--- src/rtl/bus_write_ctrl.sv ---
// Bus destination side: decodes write_en to load one datapath register from the
// shared bus, increments PC/AR, and issues data-memory writes via req/ack.
module bus_write_ctrl #(
  parameter int unsigned N = 17,
  parameter int unsigned W = 12
) (
  input  logic         clk,
  input  logic         rst,
  input  logic [3:0]   write_en,
  input  logic [N-1:0] busin,
  input  logic         inc_pc,
  input  logic         inc_ar,
  input  logic         dm_wr_ack,
  output logic [W-1:0] ar,
  output logic [W-1:0] pc,
  output logic [W-1:0] r,
  output logic [W-1:0] ir,
  output logic [W-1:0] ac,
  output logic [W-1:0] r1,
  output logic [W-1:0] r2,
  output logic [W-1:0] r3,
  output logic [W-1:0] r4,
  output logic [W-1:0] dm_addr,
  output logic [W-1:0] dm_wdata,
  output logic         dm_wr_req,
  output logic         busy,
  output logic         wr_overrun
);

  typedef enum logic {ST_IDLE, ST_REQ} state_t;

  localparam logic [3:0] C_AR = 4'd1,  C_PC = 4'd2,  C_R  = 4'd3,  C_IR = 4'd4,
                         C_AC = 4'd5,  C_R1 = 4'd7,  C_R2 = 4'd8,  C_R3 = 4'd9,
                         C_R4 = 4'd10, C_DM = 4'd12;

  state_t       r_state;
  logic [W-1:0] r_ar, r_pc, r_r, r_ir, r_ac, r_r1, r_r2, r_r3, r_r4;
  logic [W-1:0] r_dm_addr, r_dm_wdata;
  logic         r_dm_wr_req, r_busy, r_wr_overrun;
  logic [W-1:0] w_bus;
  logic         w_unused_hi;

  assign w_bus       = busin[W-1:0];
  assign w_unused_hi = ^busin[N-1:W];

  // Datapath registers; a bus write to PC/AR takes priority over its increment.
  always_ff @(posedge clk) begin
    if (rst) begin
      r_ar <= '0; r_pc <= '0; r_r  <= '0; r_ir <= '0; r_ac <= '0;
      r_r1 <= '0; r_r2 <= '0; r_r3 <= '0; r_r4 <= '0;
    end else begin
      if (write_en == C_AR)  r_ar <= w_bus;
      else if (inc_ar)       r_ar <= r_ar + 1'b1;
      if (write_en == C_PC)  r_pc <= w_bus;
      else if (inc_pc)       r_pc <= r_pc + 1'b1;
      case (write_en)
        C_R:     r_r  <= w_bus;
        C_IR:    r_ir <= w_bus;
        C_AC:    r_ac <= w_bus;
        C_R1:    r_r1 <= w_bus;
        C_R2:    r_r2 <= w_bus;
        C_R3:    r_r3 <= w_bus;
        C_R4:    r_r4 <= w_bus;
        default: ;
      endcase
    end
  end

  // DM write handshake; address is the pre-edge AR, so it sees r_ar before update.
  always_ff @(posedge clk) begin
    if (rst) begin
      r_state      <= ST_IDLE;
      r_dm_addr    <= '0;
      r_dm_wdata   <= '0;
      r_dm_wr_req  <= 1'b0;
      r_busy       <= 1'b0;
      r_wr_overrun <= 1'b0;
    end else begin
      case (r_state)
        ST_IDLE: begin
          if (write_en == C_DM) begin
            r_dm_addr   <= r_ar;
            r_dm_wdata  <= w_bus;
            r_dm_wr_req <= 1'b1;
            r_busy      <= 1'b1;
            r_state     <= ST_REQ;
          end
        end
        ST_REQ: begin
          if (write_en == C_DM) r_wr_overrun <= 1'b1;
          if (dm_wr_ack) begin
            r_dm_wr_req <= 1'b0;
            r_busy      <= 1'b0;
            r_state     <= ST_IDLE;
          end
        end
        default: r_state <= ST_IDLE;
      endcase
    end
  end

  assign ar = r_ar;  assign pc = r_pc;  assign r  = r_r;   assign ir = r_ir;
  assign ac = r_ac;  assign r1 = r_r1;  assign r2 = r_r2;  assign r3 = r_r3;
  assign r4 = r_r4;
  assign dm_addr    = r_dm_addr;
  assign dm_wdata   = r_dm_wdata;
  assign dm_wr_req  = r_dm_wr_req;
  assign busy       = r_busy;
  assign wr_overrun = r_wr_overrun;

endmodule
--- config.mk ---
export PLATFORM = sky130hd
export DESIGN_NAME = bus_write_ctrl
export DESIGN_NICKNAME = d
export VERILOG_FILES = /design/src/rtl/bus_write_ctrl.sv
export SDC_FILE = /design/constraint.sdc
export NUM_CORES = 1
export LEC_CHECK = 0
export ABC_CLOCK_PERIOD_IN_PS = 1300
export BUFFER_PORTS_ARGS = -buffer_cell sky130_fd_sc_hd__clkbuf_2
export CORE_MARGIN = 3
export CORE_UTILIZATION = 46
export DETAILED_ROUTE_END_ITERATION = 7
export PLACE_DENSITY = 0.83
export SLEW_MARGIN = 20
export SYNTH_ARGS = -nofsm -noshare
export SYNTH_HDL_FRONTEND = slang
export SYNTH_SLANG_ARGS = --single-unit
--- constraint.sdc ---
create_clock -name clk -period 1.3 [get_ports clk]
set_input_delay 0.065 -clock clk [delete_from_list [all_inputs] [get_ports clk]]
set_output_delay 0.065 -clock clk [all_outputs]
set_load 0.02 [all_outputs]
==> results of run 1 <==
==> repair_timing <==
item | CTS | global route
resized for setup | 1 | 17
hold buffers | 1 | 0
setup buffers | 0 | 6
pin swaps | 1 | 14
endpoints found under the setup margin | 1 | 11
endpoints found under the hold margin | 2 | 0
==> final cells by class <==
cell class | count | area (um2) | area share, %
timing repair buffer | 194 | 1140 | 16.2
multi-input combinational | 466 | 2350 | 33.5
clock inverter | 11 | 149 | 2.12
inverter | 4 | 15.0 | 0.214
tap | 140 | 175 | 2.49
clock buffer | 21 | 460 | 6.55
sequential | 135 | 2740 | 39.0
==> power by group through the flow <==
stage	Clock [mW]	Combinational, mW	Sequential, mW
2_1_floorplan	0	0.352	4.54
5_1_grt	5.19	0.873	4.34
3_3_place_gp	0	0.775	4.42
3_5_place_dp	0	0.785	4.42
4_1_cts	4.98	0.790	4.33
6_report	4.91	0.812	4.33
==> worst min path at each step <==
stage	endpoint	from	slack (ns)	depth (start not counted)
6_report	dm_wdata[0]	rst	0.02	2
5_1_grt	dm_wdata[0]	rst	0.02	2
4_1_cts	dm_wdata[0]	rst	0.008	2
3_5_place_dp	r_state	dm_wr_ack	0.38	3
3_3_place_gp	r_state	dm_wr_ack	0.37	3
2_1_floorplan	r_state	dm_wr_ack	0.25	2
==> registers in the layout (all words and copies together) (netlist names), 12 cells and up <==
name and flops:
r1 12, dm_wdata 12, ar 12, r3 12, ac 12, ir 12
r2 12, r4 12, r 12, pc 12, dm_addr 12
==> metal layers <==
| layer | wire, um | global-route usage, % |
|---|---|---|
| met1 | 6440 | 30.6 |
| met2 | 7720 | 38.7 |
| met3 | 1120 | 7.81 |
| met4 | 342 | 9.13 |
| met5 | 0 | 0 |
==> through the flow <==
step | hold WS, ns | power [mW] | TNS (ns)
floorplan | 0.247 | 4.89 | 0
global placement | 0.366 | 5.19 | 0
detailed placement | 0.378 | 5.21 | -0.0133
CTS | 0.00789 | 10.1 | 0
global route | 0.0201 | 10.4 | -0.199
finish | 0.0221 | 10.1 | 0
==> placed cells by master (no fill, tap or decap), types with 2 or more instances in the layout <==
cell        synthesis  routed
nand2_1           231     231
clkbuf_2            0     154
dfxtp_1           135     120
a21oi_1           110     110
buf_4               3      34
nor2_1             34      33
a211oi_1           22      20
clkbuf_16           0      17
xnor2_1            15      15
dfxtp_2             0       8
xor2_1              7       7
dfxtp_4             0       7
nor3_2              2       6
nand3_1             7       6
nand4_1             6       6
buf_12              0       5
nand2b_1            4       4
inv_1               4       4
a211oi_2            2       4
nor2b_1             3       3
nor3_1              7       3
clkinvlp_4          0       3
clkinv_4            0       3
bufinv_16           0       3
nand3b_1            2       2
nand4_4             2       2
mux2i_1             2       2
clkbuf_8            0       2
clkinv_2            0       2
clkbuf_1           33       2
==> cell families (layout without fill, tap and decap cells) <==
family | Yosys count | count (layout)
AND/OR/NAND/NOR | 305 | 305
flip-flops | 135 | 135
AO/OA/AOI/OAI | 135 | 135
XOR/XNOR | 22 | 22
multiplexers | 2 | 2
buffers and inverters | 61 | 230
adder cells (fa/ha/maj) | 2 | 2
==> flow_summary.html, run 1 <==
<table>
<tr><th>Metric</th><th>Value</th></tr>
<tr><th colspan="2">Status</th></tr>
<tr><td>Status</td><td>finished clean</td></tr>
<tr><th colspan="2">Clock network</th></tr>
<tr><td>Clock tree from TritonCTS</td><td>done</td></tr>
<tr><td>Number of H-tree levels</td><td>4</td></tr>
<tr><td>Max clock buf depth</td><td>2</td></tr>
<tr><td>CTS Root Buffer Type</td><td>clkbuf_16</td></tr>
<tr><td>Clock-pin slew on the worst setup and hold paths</td><td>~0.060 ns</td></tr>
<tr><td>Sink count of the clock tree</td><td>135</td></tr>
<tr><td>Insertion delay of the later-clocked pin in the worst-skew pair</td><td>about 0.4 ns</td></tr>
<tr><td>Cts bufs inserted</td><td>17</td></tr>
<tr><th colspan="2">Synthesis</th></tr>
<tr><td>Share of async-settable or async-resettable flops after synthesis</td><td>0%</td></tr>
<tr><td>Top flip-flop cell by instance count after synthesis</td><td>dfxtp_1</td></tr>
<tr><td>Portion of the post-synthesis area used by sequential elements</td><td>51.4%</td></tr>
<tr><td>Yosys warning total</td><td>0</td></tr>
<tr><td>Number of register bits inferred by synthesis</td><td>135</td></tr>
<tr><td>Mean cell area of the mapped netlist</td><td>7.95 um2</td></tr>
<tr><td>Number of different library cells in the post-synthesis netlist</td><td>30</td></tr>
<tr><td>Largest area contributor in the netlist</td><td>dfxtp_1</td></tr>
<tr><td>Mapped Cells</td><td>662</td></tr>
<tr><td>Number of flops mapped to enable cells by yosys</td><td>0</td></tr>
<tr><td>Main combinational cell family by area after synthesis</td><td>simple AND/OR/NAND/NOR gates</td></tr>
<tr><td>Proportion of netlist area held by the largest area contributor</td><td>around half</td></tr>
<tr><td>Most frequent cell after synthesis</td><td>nand2_1</td></tr>
<tr><td>Post-synthesis net count</td><td>690</td></tr>
<tr><td>Leading post-synthesis cells by instance count</td><td>231 x nand2_1, 135 x dfxtp_1, 110 x a21oi_1</td></tr>
<tr><td>Multiplexer area fraction after synthesis</td><td>less than 1%</td></tr>
<tr><td>Fraction of the mapped netlist area in compound gates</td><td>14.2%</td></tr>
<tr><td>Synthesized-area fraction occupied by xor and xnor cells</td><td>~3.7%</td></tr>
<tr><td>Synth Area in Simple Gates</td><td>24.9%</td></tr>
<tr><td>Arithmetic-cell share of the synthesized area counting full adders, half adders and majority gates</td><td>0.476%</td></tr>
<tr><td>Leading cell types by total area after synthesis</td><td>dfxtp_1 51%, nand2_1 16%, a21oi_1 10%, a211oi_1 3.1%, xnor2_1 2.5%</td></tr>
<tr><td>Syn Std Cell Area</td><td>5260 um2</td></tr>
<tr><th colspan="2">Power and ir drop</th></tr>
<tr><td>Reported leakage power</td><td>2.84 nW</td></tr>
<tr><td>Peak supply drop</td><td>1.03 mV</td></tr>
<tr><td>Clock network fraction of design power</td><td>48.9%</td></tr>
<tr><td>Switching Fraction</td><td>24.1%</td></tr>
<tr><td>Part of the power in registers</td><td>between 40% and 50%</td></tr>
<tr><td>Cell Int Power</td><td>7.63 mW</td></tr>
<tr><td>PwrDens</td><td>1430 nW/um2</td></tr>
<tr><td>Switching Power</td><td>2.42 mW</td></tr>
<tr><td>Share of power burned in combinational logic</td><td>8.1%</td></tr>
<tr><th colspan="2">STA</th></tr>
<tr><td>Tcrit/Tclk final</td><td>99.9%</td></tr>
<tr><td>Final Hold Viols</td><td>0</td></tr>
<tr><td>Worst-case setup margin in the final layout</td><td>0.000709 ns</td></tr>
<tr><td>Maximum achievable frequency</td><td>770 MHz</td></tr>
<tr><td>Final Max Tran Viols</td><td>0</td></tr>
<tr><td>Worst slew slack as a fraction of its limit</td><td>71.4%</td></tr>
<tr><td>Transition time at the pin with the least slew margin</td><td>0.429 ns</td></tr>
<tr><td>Final Setup Violations</td><td>0</td></tr>
<tr><td>RSZ-0062 raised after global routing</td><td>true</td></tr>
<tr><td>Shortest clock period the worst path allows after layout</td><td>about 1.3 ns</td></tr>
<tr><td>Setup clock skew after layout</td><td>approximately 0.013 ns</td></tr>
<tr><th colspan="2">Critical path</th></tr>
<tr><td>CP endpoint kind</td><td>register</td></tr>
<tr><td>Worst path arrival time</td><td>1.62 ns</td></tr>
<tr><td>Required @ worst endpoint</td><td>1.62 ns</td></tr>
<tr><td>Critical Path Sink</td><td>pc[7]</td></tr>
<tr><td>Worst path bufs/invs</td><td>1</td></tr>
<tr><td>Max stage delay cell, worst path</td><td>dfxtp_4</td></tr>
<tr><td>Startpoint kind of the worst setup timing path</td><td>register</td></tr>
<tr><td>Critical path peak fanout</td><td>6</td></tr>
<tr><td>Reg2Reg Launch Point</td><td>pc[5]</td></tr>
<tr><td>Origin of the worst setup path</td><td>pc[5]</td></tr>
<tr><td>Cell family contributing the most delay on the critical path</td><td>flip-flops</td></tr>
<tr><td>Cell depth of the worst flop-to-flop path</td><td>5</td></tr>
<tr><td>Critical register-to-register path endpoint</td><td>pc[7]</td></tr>
<tr><td>Cell Chain, Critical Path</td><td>nand4_4 &gt; buf_4 &gt; nor3b_4 &gt; xnor2_1 &gt; a211oi_1</td></tr>
<tr><td>Crit path depth</td><td>5</td></tr>
<tr><td>Worst setup path class</td><td>register to register</td></tr>
<tr><td>Slowest cell delay on critical path</td><td>about 0.37 ns</td></tr>
<tr><td>Setup slack on the worst flop-to-flop path</td><td>slightly above 0.0007 ns</td></tr>
<tr><th colspan="2">Final layout</th></tr>
<tr><td>Post-Layout Cell Count</td><td>around 970</td></tr>
<tr><td>Layout net count</td><td>846</td></tr>
<tr><td>Count of antenna diodes in the layout</td><td>0</td></tr>
<tr><td>Final design instance area without fill</td><td>7030 um2</td></tr>
<tr><td>Number of fillers in the final layout</td><td>939</td></tr>
<tr><td>Final Util</td><td>about 64%</td></tr>
<tr><td>Post-synthesis to final-layout area growth</td><td>33.6%</td></tr>
<tr><td>Share of layout cells above drive strength 1</td><td>a little under a third</td></tr>
<tr><th colspan="2">Global routing</th></tr>
<tr><td>Remaining global-route overflow</td><td>0</td></tr>
<tr><td>Pin count of the biggest net entering global routing</td><td>around 60</td></tr>
<tr><td>Number of global-route vias before repair</td><td>4,594</td></tr>
<tr><td>Wire length of the first global-routing pass</td><td>24,200 um</td></tr>
<tr><td>Overall track demand over capacity in global routing</td><td>24.2%</td></tr>
<tr><td>Initial antenna violation count</td><td>0</td></tr>
<tr><th colspan="2">Place</th></tr>
<tr><td>GP Congestion</td><td>approximately 0.87</td></tr>
<tr><td>Standard cell area after detailed placement</td><td>6300 um2</td></tr>
<tr><td>Count of input and output buffers</td><td>~160</td></tr>
<tr><td>Half-perimeter wire length after detailed placement</td><td>10,100 um</td></tr>
<tr><td>Cell count after placement</td><td>932</td></tr>
<tr><td>Post-place setup slack</td><td>-0.0133 ns</td></tr>
<tr><th colspan="2">Route</th></tr>
<tr><td>Routed Wire Length</td><td>15,600 um</td></tr>
<tr><td>Post-detailed-route count of antenna-violating nets</td><td>0</td></tr>
<tr><td>Number of detailed-routing iterations run before antenna repair</td><td>5</td></tr>
<tr><td>DRT iter0 DRCs</td><td>550</td></tr>
<tr><td>Via density per instance</td><td>5.18</td></tr>
<tr><td>Average wire length per cell after detail routing</td><td>16.1 um</td></tr>
<tr><td># DRC</td><td>0</td></tr>
<tr><td>Routed vias</td><td>5,027</td></tr>
<tr><th colspan="2">Die</th></tr>
<tr><td>Cell row count</td><td>38</td></tr>
<tr><td>Die outline width</td><td>about 110 um</td></tr>
<tr><td>Initial cell density of the core</td><td>47.7%</td></tr>
<tr><td>Full die area</td><td>12,800 um2</td></tr>
<tr><td>Top Ports</td><td>between 150 and 200</td></tr>
<tr><td>Floorplan core area</td><td>11,000 um2</td></tr>
<tr><td>Die height</td><td>between 100 and 150 um</td></tr>
<tr><th colspan="2">Flow run</th></tr>
<tr><td>Max-cap violations</td><td>0</td></tr>
<tr><th colspan="2">Hold path</th></tr>
<tr><td>Type of the tightest min-delay check</td><td>input port to register</td></tr>
</table>
No activity file was read; power rests on OpenSTA's default activity.
==> run 2, diff against run 1 <==
--- a/config.mk
+++ b/config.mk
@@ -5,12 +5,13 @@
 export SDC_FILE = /design/constraint.sdc
 export NUM_CORES = 1
 export LEC_CHECK = 0
+export ABC_AREA = 1
 export ABC_CLOCK_PERIOD_IN_PS = 1300
 export BUFFER_PORTS_ARGS = -buffer_cell sky130_fd_sc_hd__clkbuf_2
 export CORE_MARGIN = 3
 export CORE_UTILIZATION = 46
 export DETAILED_ROUTE_END_ITERATION = 7
-export PLACE_DENSITY = 0.83
+export PLACE_DENSITY = 0.82
 export SLEW_MARGIN = 20
 export SYNTH_ARGS = -nofsm -noshare
 export SYNTH_HDL_FRONTEND = slang
==> run 2 against run 1 <==
  * Cell area increased by 2.6%
  * Die area rose by 4.0%
  * Utilization decreased by 1.1 points
  * Via count grew 6.1%
  * Synthesized cell count grew 8.6%
  * Sequential share of layout area down 1.4 points
  * Global-route usage shrank 0.61 points
  * Clock-buffer cell count down 1
  * Critical path type unchanged
  * Largest cell class unchanged
==> flow_summary.html, run 2 <==
<table>
<tr><th>Metric</th><th>Value</th></tr>
<tr><th colspan="2">Flow run</th></tr>
<tr><td>Max-cap violations</td><td>0</td></tr>
<tr><th colspan="2">Clock network</th></tr>
<tr><td>Number of H-tree levels</td><td>4</td></tr>
<tr><td>Sink count of the clock tree</td><td>135</td></tr>
<tr><td>Clock tree from TritonCTS</td><td>done</td></tr>
<tr><td>Insertion delay of the later-clocked pin in the worst-skew pair</td><td>0.42 ns</td></tr>
<tr><td>Cts bufs inserted</td><td>17</td></tr>
<tr><td>CTS Root Buffer Type</td><td>clkbuf_16</td></tr>
<tr><td>Max clock buf depth</td><td>2</td></tr>
<tr><td>Clock-pin slew on the worst setup and hold paths</td><td>0.06 ns</td></tr>
<tr><th colspan="2">Die</th></tr>
<tr><td>Cell row count</td><td>39</td></tr>
<tr><td>Die outline width</td><td>115 um</td></tr>
<tr><td>Full die area</td><td>between 10,000 and 15,000 um2</td></tr>
<tr><td>Floorplan core area</td><td>11,500 um2</td></tr>
<tr><td>Die height</td><td>115 um</td></tr>
<tr><td>Initial cell density of the core</td><td>47.6%</td></tr>
<tr><td>Top Ports</td><td>about 160</td></tr>
<tr><th colspan="2">Synthesis</th></tr>
<tr><td>Portion of the post-synthesis area used by sequential elements</td><td>49.3%</td></tr>
<tr><td>Post-synthesis net count</td><td>roughly 750</td></tr>
<tr><td>Number of flops mapped to enable cells by yosys</td><td>0</td></tr>
<tr><td>Most frequent cell after synthesis</td><td>dfxtp_1</td></tr>
<tr><td>Leading cell types by total area after synthesis</td><td>dfxtp_1 49%, o21ai_0 11%, a21oi_1 7.6%, nor2_1 6.9%, inv_1 5.0%</td></tr>
<tr><td>Proportion of netlist area held by the largest area contributor</td><td>about half</td></tr>
<tr><td>Mean cell area of the mapped netlist</td><td>between 7 and 8 um2</td></tr>
<tr><td>Syn Std Cell Area</td><td>5490 um2</td></tr>
<tr><td>Number of register bits inferred by synthesis</td><td>approximately 140</td></tr>
<tr><td>Top flip-flop cell by instance count after synthesis</td><td>dfxtp_1</td></tr>
<tr><td>Number of different library cells in the post-synthesis netlist</td><td>31</td></tr>
<tr><td>Yosys warning total</td><td>0</td></tr>
<tr><td>Leading post-synthesis cells by instance count</td><td>135 x dfxtp_1, 118 x o21ai_0, 101 x nor2_1</td></tr>
<tr><td>Largest area contributor in the netlist</td><td>dfxtp_1</td></tr>
<tr><td>Share of async-settable or async-resettable flops after synthesis</td><td>0%</td></tr>
<tr><td>Mapped Cells</td><td>approximately 720</td></tr>
<tr><th colspan="2">Final layout</th></tr>
<tr><td>Most used cells in the layout excluding fill and tap cells</td><td>155 x clkbuf_2, 129 x dfxtp_1, 118 x o21ai_0</td></tr>
<tr><td>Post-Layout Cell Count</td><td>1,046</td></tr>
<tr><td>Area used by sequential logic in the layout</td><td>between 2000 and 3000 um2</td></tr>
<tr><td>Most common cell after layout, fill and taps aside</td><td>clkbuf_2</td></tr>
<tr><td>Count of antenna diodes in the layout</td><td>0</td></tr>
<tr><td>Number of fillers in the final layout</td><td>1,007</td></tr>
<tr><td>Area occupied by multi-input gates</td><td>between 2000 and 2500 um2</td></tr>
<tr><td>Post-synthesis to final-layout area growth</td><td>31.5%</td></tr>
<tr><td>Share of layout cells above drive strength 1</td><td>29.7%</td></tr>
<tr><td>Layout net count</td><td>919</td></tr>
<tr><th colspan="2">Route</th></tr>
<tr><td>Routed Wire Length</td><td>16,200 um</td></tr>
<tr><td>Number of detailed-routing iterations run before antenna repair</td><td>5</td></tr>
<tr><td># DRC</td><td>0</td></tr>
<tr><td>Average wire length per cell after detail routing</td><td>15.5 um</td></tr>
<tr><td>Routed vias</td><td>5,333</td></tr>
<tr><td>Post-detailed-route count of antenna-violating nets</td><td>0</td></tr>
<tr><td>Via density per instance</td><td>5.10</td></tr>
<tr><td>DRT iter0 DRCs</td><td>approximately 390</td></tr>
<tr><th colspan="2">Global routing</th></tr>
<tr><td>Remaining global-route overflow</td><td>0</td></tr>
<tr><td>Initial antenna violation count</td><td>0</td></tr>
<tr><td>Pin count of the biggest net entering global routing</td><td>between 60 and 70</td></tr>
<tr><td>Wire length of the first global-routing pass</td><td>about 24,000 um</td></tr>
<tr><td>Overall track demand over capacity in global routing</td><td>23.6%</td></tr>
<tr><td>Number of global-route vias before repair</td><td>about 4.6k</td></tr>
<tr><th colspan="2">Hold path</th></tr>
<tr><td>Type of the tightest min-delay check</td><td>input port to register</td></tr>
<tr><th colspan="2">Place</th></tr>
<tr><td>Count of input and output buffers</td><td>155</td></tr>
<tr><td>GP Congestion</td><td>0.897</td></tr>
<tr><td>Post-place setup slack</td><td>0.0127 ns</td></tr>
<tr><td>Cell count after placement</td><td>1,010</td></tr>
<tr><td>Half-perimeter wire length after detailed placement</td><td>10,900 um</td></tr>
<tr><th colspan="2">Critical path</th></tr>
<tr><td>Setup slack on the worst flop-to-flop path</td><td>0.06 ns</td></tr>
<tr><td>CP endpoint kind</td><td>register</td></tr>
<tr><td>Required @ worst endpoint</td><td>about 1.6 ns</td></tr>
<tr><td>Worst path arrival time</td><td>1.54 ns</td></tr>
<tr><td>Worst setup path class</td><td>register to register</td></tr>
<tr><td>Startpoint kind of the worst setup timing path</td><td>register</td></tr>
<tr><td>Critical path peak fanout</td><td>6</td></tr>
<tr><th colspan="2">STA</th></tr>
<tr><td>Final Hold Viols</td><td>0</td></tr>
<tr><td>Worst slack on hold paths</td><td>0.0189 ns</td></tr>
<tr><td>Maximum achievable frequency</td><td>808 MHz</td></tr>
<tr><td>Tcrit/Tclk final</td><td>95.2%</td></tr>
<tr><td>RSZ-0062 raised after global routing</td><td>true</td></tr>
<tr><td>Worst slew slack as a fraction of its limit</td><td>72.2%</td></tr>
<tr><td>Final Setup Violations</td><td>0</td></tr>
<tr><td>Transition time at the pin with the least slew margin</td><td>0.417 ns</td></tr>
<tr><td>Shortest clock period the worst path allows after layout</td><td>1.24 ns</td></tr>
<tr><td>Setup clock skew after layout</td><td>0.0103 ns</td></tr>
<tr><td>Final Max Tran Viols</td><td>0</td></tr>
<tr><td>Worst-case setup margin in the final layout</td><td>0.0628 ns</td></tr>
<tr><th colspan="2">Power and ir drop</th></tr>
<tr><td>PwrDens</td><td>approximately 1400 nW/um2</td></tr>
<tr><td>Peak supply drop</td><td>slightly below 0.8 mV</td></tr>
<tr><td>Reported leakage power</td><td>between 3 and 4 nW</td></tr>
<tr><th colspan="2">Status</th></tr>
<tr><td>Status</td><td>finished clean</td></tr>
</table>
## run 2: changes by cell type in the layout (fill, tap and decap cells not counted), sizes merged, moves of 11 or more
| cell | delta |
|---|---|
| o21ai | +125 |
| a21oi | -26 |
| a211oi | -24 |
| inv | +77 |
| nand3 | +37 |
| nor2 | +76 |
| xnor2 | -11 |
| nand2 | -151 |
## run 2: critical path, stage by stage, from the launching register on
cell and delay, ns:
dfxtp_4 0.36, ha_2 0.19, nand3_2 0.09, nor2_4 0.06, or2_2 0.29, nand3_1 0.09
a21oi_2 0.05
## run 2: kinds of logic after synthesis
logic type                 share of synthesized area, %
xor gates and xnor gates                           1.28
AOI/OAI and AO/OA                                  20.2
DFF                                                49.3
adders and majority gates                         0.456
and+or+nand+nor                                    19.0
buffers and inverters                              9.83
## run 2: power by group
part           internal [mW]  total [mW]  switching, mW  leakage [nW]
Sequential              4.29        4.38         0.0977          1.10
Combinational          0.325        1.00          0.678          1.85
Clock                   3.21        5.04           1.83         0.287
Total                   7.82        10.4           2.61          3.23
## run 2: layout make-up
cell class,count,share of cell area (%)
inverters,82,4.32
clock buffers,20,6.05
multi-input cells,465,31.9
repair buffers,190,15.2
flip-flops and latches,135,37.6
well taps,143,2.48
clock inverters,11,2.41
## run 2: metrics by stage
step | power, mW | area [um2] | TNS (ns) | util, %
2_1_floorplan | 5.06 | 5500 | 0 | -
3_3_place_gp | 5.43 | 6500 | 0 | 56.4
3_5_place_dp | 5.45 | 6500 | 0 | 56.4
4_1_cts | 10.4 | 7150 | 0 | 62.1
5_1_grt | 10.7 | 7210 | -0.0709 | 62.6
6_report | 10.4 | 7210 | 0 | 62.6
## run 2: final timing paths
path | startpoint | to | depth (start not counted)
setup / recovery | pc[1] | pc[6] | 6
hold / removal | rst | dm_addr[6] | 4
setup reg to reg | pc[1] | pc[6] | 6
hold reg to reg | dm_wdata[6] | dm_wdata[6] | 2
## run 2: routing by layer
layer  up-vias  share of wire, %  wire length, um  global-route usage, %
met2       231                45             7300                   34.7
met4         0               2.3              378                   9.78
met1      2380                46             7370                   33.3
li1       2688                 -                -                      -
met5         -                 0                0                      0
met3        34               6.9             1110                   5.58
## run 2: timing repair
item,4_1_cts,5_1_grt
gates cloned,0,0
hold buffers,4,0
gates resized for setup,1,16
setup endpoints to repair,1,14
buffers inserted,0,1
endpoints found under the hold margin,6,0
pin swaps,0,2
==> run 3, diff against run 2 <==
--- a/config.mk
+++ b/config.mk
@@ -8,6 +8,7 @@
 export ABC_AREA = 1
 export ABC_CLOCK_PERIOD_IN_PS = 1300
 export BUFFER_PORTS_ARGS = -buffer_cell sky130_fd_sc_hd__clkbuf_2
+export CORE_ASPECT_RATIO = 2
 export CORE_MARGIN = 3
 export CORE_UTILIZATION = 46
 export DETAILED_ROUTE_END_ITERATION = 7
==> run 3 against run 2 <==
  * Critical path depth unchanged
  * Largest power group unchanged
  * Register-to-register slack about the same
  * Sequential power about the same
  * Utilization about the same
  * Critical path type unchanged
  * Sequential share of layout area up 0.10 points
  * Flip-flop and latch count unchanged
==> flow_summary.html, run 3 (synthesis gave the netlist of run 2 again) <==
<table>
<tr><th>Metric</th><th>Value</th></tr>
<tr><th colspan="2">Route</th></tr>
<tr><td>Number of detailed-routing iterations run before antenna repair</td><td>5</td></tr>
<tr><td># DRC</td><td>0</td></tr>
<tr><td>Average wire length per cell after detail routing</td><td>roughly 16 um</td></tr>
<tr><td>DRT iter0 DRCs</td><td>316</td></tr>
<tr><td>Routed Wire Length</td><td>16,900 um</td></tr>
<tr><td>Post-detailed-route count of antenna-violating nets</td><td>0</td></tr>
<tr><td>Via density per instance</td><td>5.22</td></tr>
<tr><td>Routed vias</td><td>approximately 5.4k</td></tr>
<tr><th colspan="2">Power and ir drop</th></tr>
<tr><td>Peak supply drop</td><td>1.00 mV</td></tr>
<tr><td>PwrDens</td><td>about 1400 nW/um2</td></tr>
<tr><td>Power Total</td><td>10.3 mW</td></tr>
<tr><td>Reported leakage power</td><td>~3.2 nW</td></tr>
<tr><th colspan="2">Clock network</th></tr>
<tr><td>Clock-pin slew on the worst setup and hold paths</td><td>0.06 ns</td></tr>
<tr><td>CTS Root Buffer Type</td><td>clkbuf_16</td></tr>
<tr><td>Insertion delay of the later-clocked pin in the worst-skew pair</td><td>~0.4 ns</td></tr>
<tr><td>Clock tree from TritonCTS</td><td>done</td></tr>
<tr><td>Number of H-tree levels</td><td>4</td></tr>
<tr><td>Max clock buf depth</td><td>2</td></tr>
<tr><td>Cts bufs inserted</td><td>17</td></tr>
<tr><td>Sink count of the clock tree</td><td>135</td></tr>
<tr><th colspan="2">Status</th></tr>
<tr><td>Status</td><td>finished clean</td></tr>
<tr><th colspan="2">Critical path</th></tr>
<tr><td>Required @ worst endpoint</td><td>1.64 ns</td></tr>
<tr><td>Worst path arrival time</td><td>1.57 ns</td></tr>
<tr><td>Slowest cell delay on critical path</td><td>between 0.3 and 0.4 ns</td></tr>
<tr><td>Startpoint kind of the worst setup timing path</td><td>register</td></tr>
<tr><td>Cell Chain, Critical Path</td><td>buf_4 &gt; nand3_1 &gt; nor2_2 &gt; xor2_1 &gt; nand2_1 &gt; a21oi_1</td></tr>
<tr><td>Worst setup path class</td><td>register to register</td></tr>
<tr><td>Critical path peak fanout</td><td>3</td></tr>
<tr><td>CP endpoint kind</td><td>register</td></tr>
<tr><td>Max stage delay cell, worst path</td><td>dfxtp_4</td></tr>
<tr><th colspan="2">STA</th></tr>
<tr><td>Worst slew slack as a fraction of its limit</td><td>38.2%</td></tr>
<tr><td>Final Max Tran Viols</td><td>0</td></tr>
<tr><td>Setup clock skew after layout</td><td>0.00620 ns</td></tr>
<tr><td>Tcrit/Tclk final</td><td>94.6%</td></tr>
<tr><td>Worst slack on hold paths</td><td>approximately 0.013 ns</td></tr>
<tr><td>Maximum achievable frequency</td><td>813 MHz</td></tr>
<tr><td>RSZ-0062 raised after global routing</td><td>true</td></tr>
<tr><td>Final Hold Viols</td><td>0</td></tr>
<tr><td>Final Setup Violations</td><td>0</td></tr>
<tr><td>Accumulated negative setup slack</td><td>0 ns</td></tr>
<tr><td>Transition time at the pin with the least slew margin</td><td>0.927 ns</td></tr>
<tr><td>Shortest clock period the worst path allows after layout</td><td>1.23 ns</td></tr>
<tr><th colspan="2">Final layout</th></tr>
<tr><td>Post-synthesis to final-layout area growth</td><td>31.2%</td></tr>
<tr><td>Count of antenna diodes in the layout</td><td>0</td></tr>
<tr><td>Final Util</td><td>approximately 63%</td></tr>
<tr><td>Share of layout cells above drive strength 1</td><td>30.2%</td></tr>
<tr><td>Most used cells in the layout excluding fill and tap cells</td><td>155 x clkbuf_2, 129 x dfxtp_1, 118 x o21ai_0</td></tr>
<tr><td>Final design instance area without fill</td><td>7200 um2</td></tr>
<tr><td>Most common cell after layout, fill and taps aside</td><td>clkbuf_2</td></tr>
<tr><td>Layout net count</td><td>915</td></tr>
<tr><th colspan="2">Die</th></tr>
<tr><td>Floorplan core area</td><td>11,500 um2</td></tr>
<tr><td>Cell row count</td><td>55</td></tr>
<tr><td>Die outline width</td><td>83.2 um</td></tr>
<tr><td>Full die area</td><td>13,400 um2</td></tr>
<tr><td>Top Ports</td><td>between 150 and 200</td></tr>
<tr><td>Initial cell density of the core</td><td>roughly 48%</td></tr>
<tr><td>Die height</td><td>160 um</td></tr>
<tr><th colspan="2">Global routing</th></tr>
<tr><td>Number of global-route vias before repair</td><td>5,144</td></tr>
<tr><td>Remaining global-route overflow</td><td>0</td></tr>
<tr><td>GR Util met1</td><td>between 20% and 30%</td></tr>
<tr><td>Met3 track demand over resource</td><td>roughly 5.3%</td></tr>
<tr><td>Initial antenna violation count</td><td>0</td></tr>
<tr><td>Gr busiest metal</td><td>met2</td></tr>
<tr><td>Wire length of the first global-routing pass</td><td>about 26,000 um</td></tr>
<tr><td>Met2 usage</td><td>46.5%</td></tr>
<tr><td>Pin count of the biggest net entering global routing</td><td>91</td></tr>
<tr><td>Overall track demand over capacity in global routing</td><td>25.0%</td></tr>
<tr><th colspan="2">Flow run</th></tr>
<tr><td>Max-cap violations</td><td>0</td></tr>
<tr><th colspan="2">Hold path</th></tr>
<tr><td>Type of the tightest min-delay check</td><td>input port to register</td></tr>
<tr><th colspan="2">Place</th></tr>
<tr><td>Standard cell area after detailed placement</td><td>6460 um2</td></tr>
<tr><td>GP Congestion</td><td>a little over 0.9</td></tr>
<tr><td>Count of input and output buffers</td><td>155</td></tr>
<tr><td>Half-perimeter wire length after detailed placement</td><td>11,700 um</td></tr>
</table>
run 3: cell count changes in the layout (fill, tap and decap cells not counted), moves of 3 or more:
cell / previous run / this run
clkbuf_1: 3 / 0
buf_4: 27 / 24
nand2_2: 8 / 11
nand2_1: 71 / 68
inv_8: 0 / 4
run 3: final timing paths:
| kind | from | endpoint | slack (ns) | depth (start not counted) |
|---|---|---|---|---|
| hold reg to reg | dm_wdata[2] | dm_wdata[2] | 0.44 | 2 |
| setup reg to reg | pc[1] | pc[5] | 0.07 | 6 |
| hold / removal | busin[10] | dm_wdata[10] | 0.01 | 3 |
| setup / recovery | pc[1] | pc[5] | 0.07 | 6 |
run 3: per-layer routing:
layer  up-vias  routed length (um)
li1       2680                   -
met1      2503                5940
met2       187                9220
met3        65                 800
met4         0                 904
met5         -                   0
run 3: cell type report:
class / count / area, um2
fillers: 996 / 4290
flip-flops and latches: 135 / 2720
multi-input cells: 465 / 2330
repair buffers: 186 / 1060
clock buffers: 17 / 425
inverters: 82 / 312
clock inverters: 15 / 188
well taps: 142 / 178
run 3: report_power, final:
group / internal (mW) / switching, mW / total [mW]
sequential: 4.28 / 0.101 / 4.39
clock: 2.91 / 2.03 / 4.95
combinational: 0.318 / 0.686 / 1.00
run 3: metrics by stage:
stage          setup WS (ns)  std cells
2_1_floorplan         0.0477        719
3_3_place_gp         -0.0811       1005
3_5_place_dp          -0.120       1005
4_1_cts               0.0106       1041
5_1_grt              -0.0153       1042
6_report              0.0703       1042
run 3: worst max-delay path, delay by kind of cell, from the launching register on:
kind / cells / cell delay, ns
AO/OA/AOI/OAI: 1 / 0.14
buffers and inverters: 1 / 0.12
AND/OR/NAND/NOR: 3 / 0.38
XOR/XNOR: 1 / 0.16
flip-flops: 1 / 0.37
run 3: what timing repair did:
action	CTS	global route
gates resized for setup	2	21
buffers inserted	0	1
endpoints found under the setup margin	1	12
hold endpoints to repair	5	0
hold buffers	4	0
pin swaps	0	4
cloned	0	0
